<file path="src/rtl/spu_pkg.sv">
// SPU instruction-set helpers shared by the issue/route stage and decode.
// Instruction bits use big-endian numbering [0:31]; opcode fields sit at the top.
package spu_pkg;

  localparam int unsigned WORD  = 32;
  localparam int unsigned REG_W = 7;

  typedef enum logic {EVEN = 1'b0, ODD = 1'b1} pipe_t;
  typedef enum logic {PAIR = 1'b0, SPLIT = 1'b1} route_state_t;

  typedef logic [REG_W-1:0] reg_t;

  // vld[2] = RA, vld[1] = RB, vld[0] = RC (RC also carries the stored RT of STQD)
  typedef struct packed {
    logic [2:0] vld;
    reg_t       ra;
    reg_t       rb;
    reg_t       rc;
  } srcs_t;

  typedef enum logic [3:0] {
    OP_UNK, OP_NOP, OP_LNOP, OP_A, OP_SF, OP_OR, OP_LQX,
    OP_AI, OP_LQD, OP_STQD, OP_SELB
  } op_t;

  // RR-format (11-bit) opcodes
  localparam logic [0:10] NOP  = 11'h201;
  localparam logic [0:10] LNOP = 11'h001;
  localparam logic [0:10] A    = 11'h0C0;
  localparam logic [0:10] SF   = 11'h040;
  localparam logic [0:10] OR   = 11'h041;
  localparam logic [0:10] LQX  = 11'h1C4;
  // RI10-format (8-bit) opcodes
  localparam logic [0:7]  LQD  = 8'h34;
  localparam logic [0:7]  STQD = 8'h24;
  localparam logic [0:7]  AI   = 8'h1C;
  // RRR-format (4-bit) opcodes
  localparam logic [0:3]  SELB = 4'h8;

  function automatic op_t op_of(input logic [0:WORD-1] i);
    op_t op;
    op = OP_UNK;
    if (i[0:3] == SELB) begin
      op = OP_SELB;
    end else begin
      case (i[0:7])
        LQD:     op = OP_LQD;
        STQD:    op = OP_STQD;
        AI:      op = OP_AI;
        default: begin
          case (i[0:10])
            NOP:     op = OP_NOP;
            LNOP:    op = OP_LNOP;
            A:       op = OP_A;
            SF:      op = OP_SF;
            OR:      op = OP_OR;
            LQX:     op = OP_LQX;
            default: op = OP_UNK;
          endcase
        end
      endcase
    end
    return op;
  endfunction

  function automatic pipe_t pipe_of(input logic [0:WORD-1] i);
    case (op_of(i))
      OP_LNOP, OP_LQX, OP_LQD, OP_STQD: return ODD;
      default:                          return EVEN;
    endcase
  endfunction

  function automatic logic writes_rt(input logic [0:WORD-1] i);
    case (op_of(i))
      OP_UNK, OP_NOP, OP_LNOP, OP_STQD: return 1'b0;
      default:                          return 1'b1;
    endcase
  endfunction

  function automatic reg_t rt_of(input logic [0:WORD-1] i);
    return (op_of(i) == OP_SELB) ? i[4:10] : i[25:31];
  endfunction

  function automatic srcs_t srcs_of(input logic [0:WORD-1] i);
    srcs_t s;
    s.ra = i[18:24];
    s.rb = i[11:17];
    s.rc = i[25:31];
    case (op_of(i))
      OP_A, OP_SF, OP_OR, OP_LQX: s.vld = 3'b110;
      OP_AI, OP_LQD:              s.vld = 3'b100;
      OP_STQD:                    s.vld = 3'b101;
      OP_SELB:                    s.vld = 3'b111;
      default:                    s.vld = 3'b000;
    endcase
    return s;
  endfunction

endpackage

</file>
<file path="src/rtl/instr_classify.sv">
// Combinational classification of one instruction: pipe, destination and sources.
module instr_classify
  import spu_pkg::*;
(
  input  logic [0:WORD-1] instr,
  output pipe_t           pipe,
  output logic            wr,
  output reg_t            rt,
  output srcs_t           srcs
);

  always_comb begin
    pipe = pipe_of(instr);
    wr   = writes_rt(instr);
    rt   = rt_of(instr);
    srcs = srcs_of(instr);
  end

endmodule

</file>
<file path="src/rtl/dual_issue_route.sv">
// Issue/route stage: dual-issues an even/odd pair when legal, otherwise splits it
// over two cycles using a one-entry hold register and back-pressures fetch.
module dual_issue_route
  import spu_pkg::*;
#(
  parameter int unsigned CNT_W = 32
) (
  input  logic             clk,
  input  logic             reset,
  input  logic             stop_and_signal,
  input  logic             branch_taken,
  input  logic             hazard_stall,
  input  logic             fetch_valid,
  input  logic [0:WORD-1]  instr1,
  input  logic [0:WORD-1]  instr2,
  output logic             dep_stall_instr1,
  output logic             dep_stall_instr2,
  output logic [0:WORD-1]  even_instr,
  output logic             even_valid,
  output logic [0:WORD-1]  odd_instr,
  output logic             odd_valid,
  output logic [CNT_W-1:0] dual_count
);

  route_state_t    state;
  logic [0:WORD-1] hold;
  pipe_t           hold_pipe;

  pipe_t pipe1, pipe2;
  logic  wr1, wr2;
  reg_t  rt1, rt2;
  srcs_t srcs1, srcs2;

  logic raw, dual_ok, freeze, split_now;
  logic unused_fields;

  instr_classify u_cls1 (.instr(instr1), .pipe(pipe1), .wr(wr1), .rt(rt1), .srcs(srcs1));
  instr_classify u_cls2 (.instr(instr2), .pipe(pipe2), .wr(wr2), .rt(rt2), .srcs(srcs2));

  // Only instr1's destination and instr2's sources matter for the RAW check
  assign unused_fields = ^{wr2, rt2, srcs1};

  always_comb begin
    raw = wr1 && ((srcs2.vld[2] && (srcs2.ra == rt1)) ||
                  (srcs2.vld[1] && (srcs2.rb == rt1)) ||
                  (srcs2.vld[0] && (srcs2.rc == rt1)));
    dual_ok   = (pipe1 == EVEN) && (pipe2 == ODD) && !raw;
    freeze    = stop_and_signal || hazard_stall;
    split_now = (state == PAIR) && fetch_valid && !dual_ok;
    // A taken branch must let fetch load the target, so it overrides every stall
    dep_stall_instr1 = !branch_taken && freeze;
    dep_stall_instr2 = !branch_taken && (freeze || split_now);
  end

  always_ff @(posedge clk) begin
    if (reset) begin
      state      <= PAIR;
      hold       <= '0;
      hold_pipe  <= EVEN;
      even_instr <= '0;
      odd_instr  <= '0;
      even_valid <= 1'b0;
      odd_valid  <= 1'b0;
      dual_count <= '0;
    end else if (branch_taken) begin
      state      <= PAIR;
      hold       <= '0;
      hold_pipe  <= EVEN;
      even_valid <= 1'b0;
      odd_valid  <= 1'b0;
    end else if (freeze) begin
      even_valid <= 1'b0;
      odd_valid  <= 1'b0;
    end else begin
      case (state)
        SPLIT: begin
          even_valid <= (hold_pipe == EVEN);
          odd_valid  <= (hold_pipe == ODD);
          if (hold_pipe == EVEN) even_instr <= hold;
          else                   odd_instr  <= hold;
          hold  <= '0;
          state <= PAIR;
        end
        default: begin
          if (!fetch_valid) begin
            even_valid <= 1'b0;
            odd_valid  <= 1'b0;
          end else if (dual_ok) begin
            even_instr <= instr1;
            odd_instr  <= instr2;
            even_valid <= 1'b1;
            odd_valid  <= 1'b1;
            dual_count <= dual_count + CNT_W'(1);
          end else begin
            // instr1 goes now on its own pipe; instr2 waits one cycle in hold
            even_valid <= (pipe1 == EVEN);
            odd_valid  <= (pipe1 == ODD);
            if (pipe1 == EVEN) even_instr <= instr1;
            else               odd_instr  <= instr1;
            hold      <= instr2;
            hold_pipe <= pipe2;
            state     <= SPLIT;
          end
        end
      endcase
    end
  end

endmodule

</file>
<file path="config.mk">
export PLATFORM = sky130hd
export DESIGN_NAME = dual_issue_route
export DESIGN_NICKNAME = d
export VERILOG_FILES = /design/src/rtl/spu_pkg.sv /design/src/rtl/instr_classify.sv /design/src/rtl/dual_issue_route.sv
export SDC_FILE = /design/constraint.sdc
export NUM_CORES = 1
export LEC_CHECK = 0
export CAP_MARGIN = 15
export CORE_ASPECT_RATIO = 0.8
export CORE_MARGIN = 8
export CORE_UTILIZATION = 25
export CTS_BUF_LIST = sky130_fd_sc_hd__clkbuf_4
export CTS_CLUSTER_SIZE = 14
export DETAILED_ROUTE_END_ITERATION = 8
export SYNTH_ARGS = -nofsm -noshare
export SYNTH_HDL_FRONTEND = slang
export SYNTH_SLANG_ARGS = --single-unit
</file>
<file path="constraint.sdc">
create_clock -name clk -period 10.85 [get_ports clk]
set_clock_uncertainty 0.2 [all_clocks]
set_input_delay 3.255 -clock clk [delete_from_list [all_inputs] [get_ports clk]]
set_output_delay 3.255 -clock clk [all_outputs]
set_load 0.01 [all_outputs]
</file>
==> summary.md <==
| Metric | Value |
|---|---|
| Layout area overhead | 30.10% |
| Clk root buf | clkbuf_4 |
| Clk_lat worst skew | 0.59 ns |
| Required time of the critical path | 7.40 ns |
| Grt total ovfl | 0 |
| Wire per inst | 20.89 um |
| Cell Pwr Density | 98.83 nW/um2 |
| Largest net degree at the start of global routing | 100 |
| Port bufs | 169 |
| Crit. End Element | primary output |
| Clock H-tree levels | 4 |
| Chip height | 173.2 um |
| First-pass GRT wire length | just under 50000 um |
| Dominant cells by area after synthesis | dfxtp_1 (34%), nand2_1 (4.6%), o41a_1 (3.9%) |
| Max Root-Sink Buffers | 2 |
| Setup Fix Bufs, Post-CTS | 0 |
| Vias in the first global route | 7705 |
| Slew HR | 31.60% |
| Kind of critical path | primary input to primary output |
| Crit path buf inv count | 3 |
| Area leader, netlist | dfxtp_1 |
| Worst min path class | flip-flop to flip-flop |
| # Max-Cap Violations | 0 |
| Synthesized net count | 1036 |
| Routed Antenna Nets | 0 |
| Yosys cell types | 65 |
| Initial core utilization | 25.42% |
| Unrepaired setup endpoints after global routing | no |
| Slowest CP cell | clkdlybuf4s50_1 |
| Antenna violations before repair | 3 |
| DP Wirelength | 22570 um |
| Yosys warning count | 0 |
| Period Utilization, post-route | roughly 97% |
| Vias per cell | 5.406 |
| Dominant synthesized flop cell | dfxtp_1 |
| Total track usage | 16.67% |
| Die width | roughly 210 um |
| CP Max Fanout | 5 |
| Post-synthesis sequential area ratio | 34.22% |
| Number of synthesized flops with an enable pin | 0 |
| Worst path top cell family by delay | simple AND/OR/NAND/NOR gates |
| RD Place Congestion | around 0.94 |
| Multi-input gate area | 4497 um2 |
| FFs w/ async S/R, synth | 0% |
| Row count | 57 |
| Inst Count DP | 1479 |
| Synthesized cell area | 7722 um2 |
| Sinks on Clock Net | roughly 130 |
| TNS Setup | 0 ns |
| Vias | 8174 |
| Status | complete, no violations |
| Die area | 36810 um2 |
| CTS tree | built |
| Worst Tran Pin Value | 1.022 ns |
| Startpoint Class | primary input |
| Share of cells above drive strength 1 | a little under a tenth |
| CTS clk-pin slew, worst paths | approximately 0.13 ns |
| I/O pin count | 170 |
| Crit-path max cell delay | 0.56 ns |
| # hold bufs at CTS | 0 |
| Post-layout min period | 10.55 ns |
| Fmax | 94.80 MHz |
| Setup violation total in the final timing report | 0 |
| PostCTS Resize Cnt | 0 |
| Drt drc | 0 |
| Peak supply drop | 0.05010 mV |
| P_leak | between 3 and 4 nW |
| DR pass1 iterations | 5 |
| CTS Buf Count | 17 |
| Mapped Cells | 960 |
| Slew Limit Fails | 0 |
| Synth top area share | 34.22% |
| FF+latch count, synth | 132 |
| Mean Syn Cell Area | 8.044 um2 |
| Filler cell count | around 3.2k |
| Endpoints failing hold | 0 |
| CP Cell Sequence | clkdlybuf4s50_1, nor4b_1, nand2_1, or4_1, a21oi_1, nor2_1, ha_1, nor3_1, o2111a_1, and3_1, o31a_2, o21ai_0, buf_4, a21oi_1, clkdlybuf4s50_1 |
| Detailed Route WL | 31590 um |
| Initial DRC Count | roughly 680 |
| CP arrival | between 7 and 8 ns |
| Final Instance Count excl. Fillers | 1512 |
| FF+latch area | 2644 um2 |
| CORE AREA | 30380 um2 |
| Nets@finish | 1161 |
[routing by layer]
layer / track usage, % / vias up / wire, um
met3: 5.548 / 55 / 3087
met5: 0 / - / 27
met1: 23.47 / 3895 / 14520
met2: 23.27 / 382 / 13060
met4: 5.600 / 4 / 885
li1: - / 3838 / -
[worst paths after layout]
| kind | to | startpoint | slack, ns | depth (start not counted) |
|---|---|---|---|---|
| min reg2reg | hold[20] | hold[20] | 0.28 | 2 |
| min | hold[20] | hold[20] | 0.28 | 2 |
| max reg2reg | even_instr[31] | state | 6.52 | 9 |
| max | dep_stall_instr2 | instr2[7] | 0.30 | 15 |
[placed cells by master, fill, tap and decap left out, types with 8 or more instances in the layout]
cell type        count
a211oi_1            34
mux2i_1             28
nand4_1             14
clkdlybuf4s50_1    168
nor2_1              66
clkbuf_4            17
buf_4               26
mux2_2              18
o211ai_1            24
nand3_1             16
o31ai_1             13
or4_1               14
a21oi_1             29
a311oi_2             8
nor3_1              42
nor2b_1             26
nor3b_1             14
nand2_1             95
o22ai_1             40
a311oi_1            24
o41a_1              27
inv_1               67
dfxtp_1            131
o21ai_0             42
[state kept, by name, summed over array words and instances (netlist names)]
signal	count
even_valid	1
dual_count	32
hold_pipe	1
state	1
hold	32
odd_valid	1
odd_instr	32
even_instr	32
[layout make-up]
class | count | area share [%]
Antenna cell | 1 | 0.02491
Clock buffer | 17 | 1.270
Clock inverter | 15 | 1.270
Inverter | 68 | 2.540
Multi-Input combinational cell | 672 | 44.76
Sequential cell | 132 | 26.31
Tap cell | 413 | 5.143
Timing Repair Buffer | 194 | 18.68
[synthesized netlist by cell type (all sizes together), types with 7 or more instances]
cell type,count
a211oi,34
a21oi,30
a311oi,32
buf,24
clkbuf,64
dfxtp,132
inv,67
mux2,18
mux2i,29
nand2,95
nand3,16
nand4,14
nor2,67
nor2b,27
nor3,43
nor3b,14
o211ai,24
o21ai,43
o22ai,40
o31ai,13
o41a,27
or4,14
xor2,7
[cell families (layout without fill, tap and decap cells)]
logic type      Yosys count  in the layout  share of synthesized area (%)
simple gates            325            325                          21.26
mux                      47             47                          6.546
buf+inv                 156            294                          8.085
other cells               0              1                              0
xor+xnor                 11             11                          1.248
fa+ha+maj                 6              6                         0.9721
flops                   132            132                          34.22
compound gates          283            283                          27.67
[per-stage QoR]
step / util [%] / total power, mW / setup slack [ns] / hold slack, ns / area [um2]
after floorplan: - / 0.5866 / 1.148 / 0.2462 / 7722
final: 33.07 / 0.9929 / 0.3015 / 0.2808 / 10050
after CTS: 33.06 / 1.004 / 0.2725 / 0.2824 / 10040
after global placement: 32.22 / 0.6672 / 0.3142 / 0.2531 / 9789
after detailed placement: 32.22 / 0.6664 / 0.2753 / 0.2610 / 9789
after global routing: 33.07 / 1.037 / 0.03917 / 0.2947 / 10050
[report_power, final]
part	switching (mW)	internal [mW]
clock network	0.221	0.114
registers	0.00449	0.492
logic	0.0939	0.0673
[worst register-to-register path, cell delays in order (launching register included)]
cell      delay [ns]
dfxtp_2         0.35
buf_4           0.77
clkinv_1        1.10
nand2_1         0.26
o32ai_1         0.10
buf_4           0.23
nand2_1         0.37
buf_4           0.46
mux2i_1         0.26
nor2_1          0.05
Note: power is estimated with default switching activity, not from simulation.
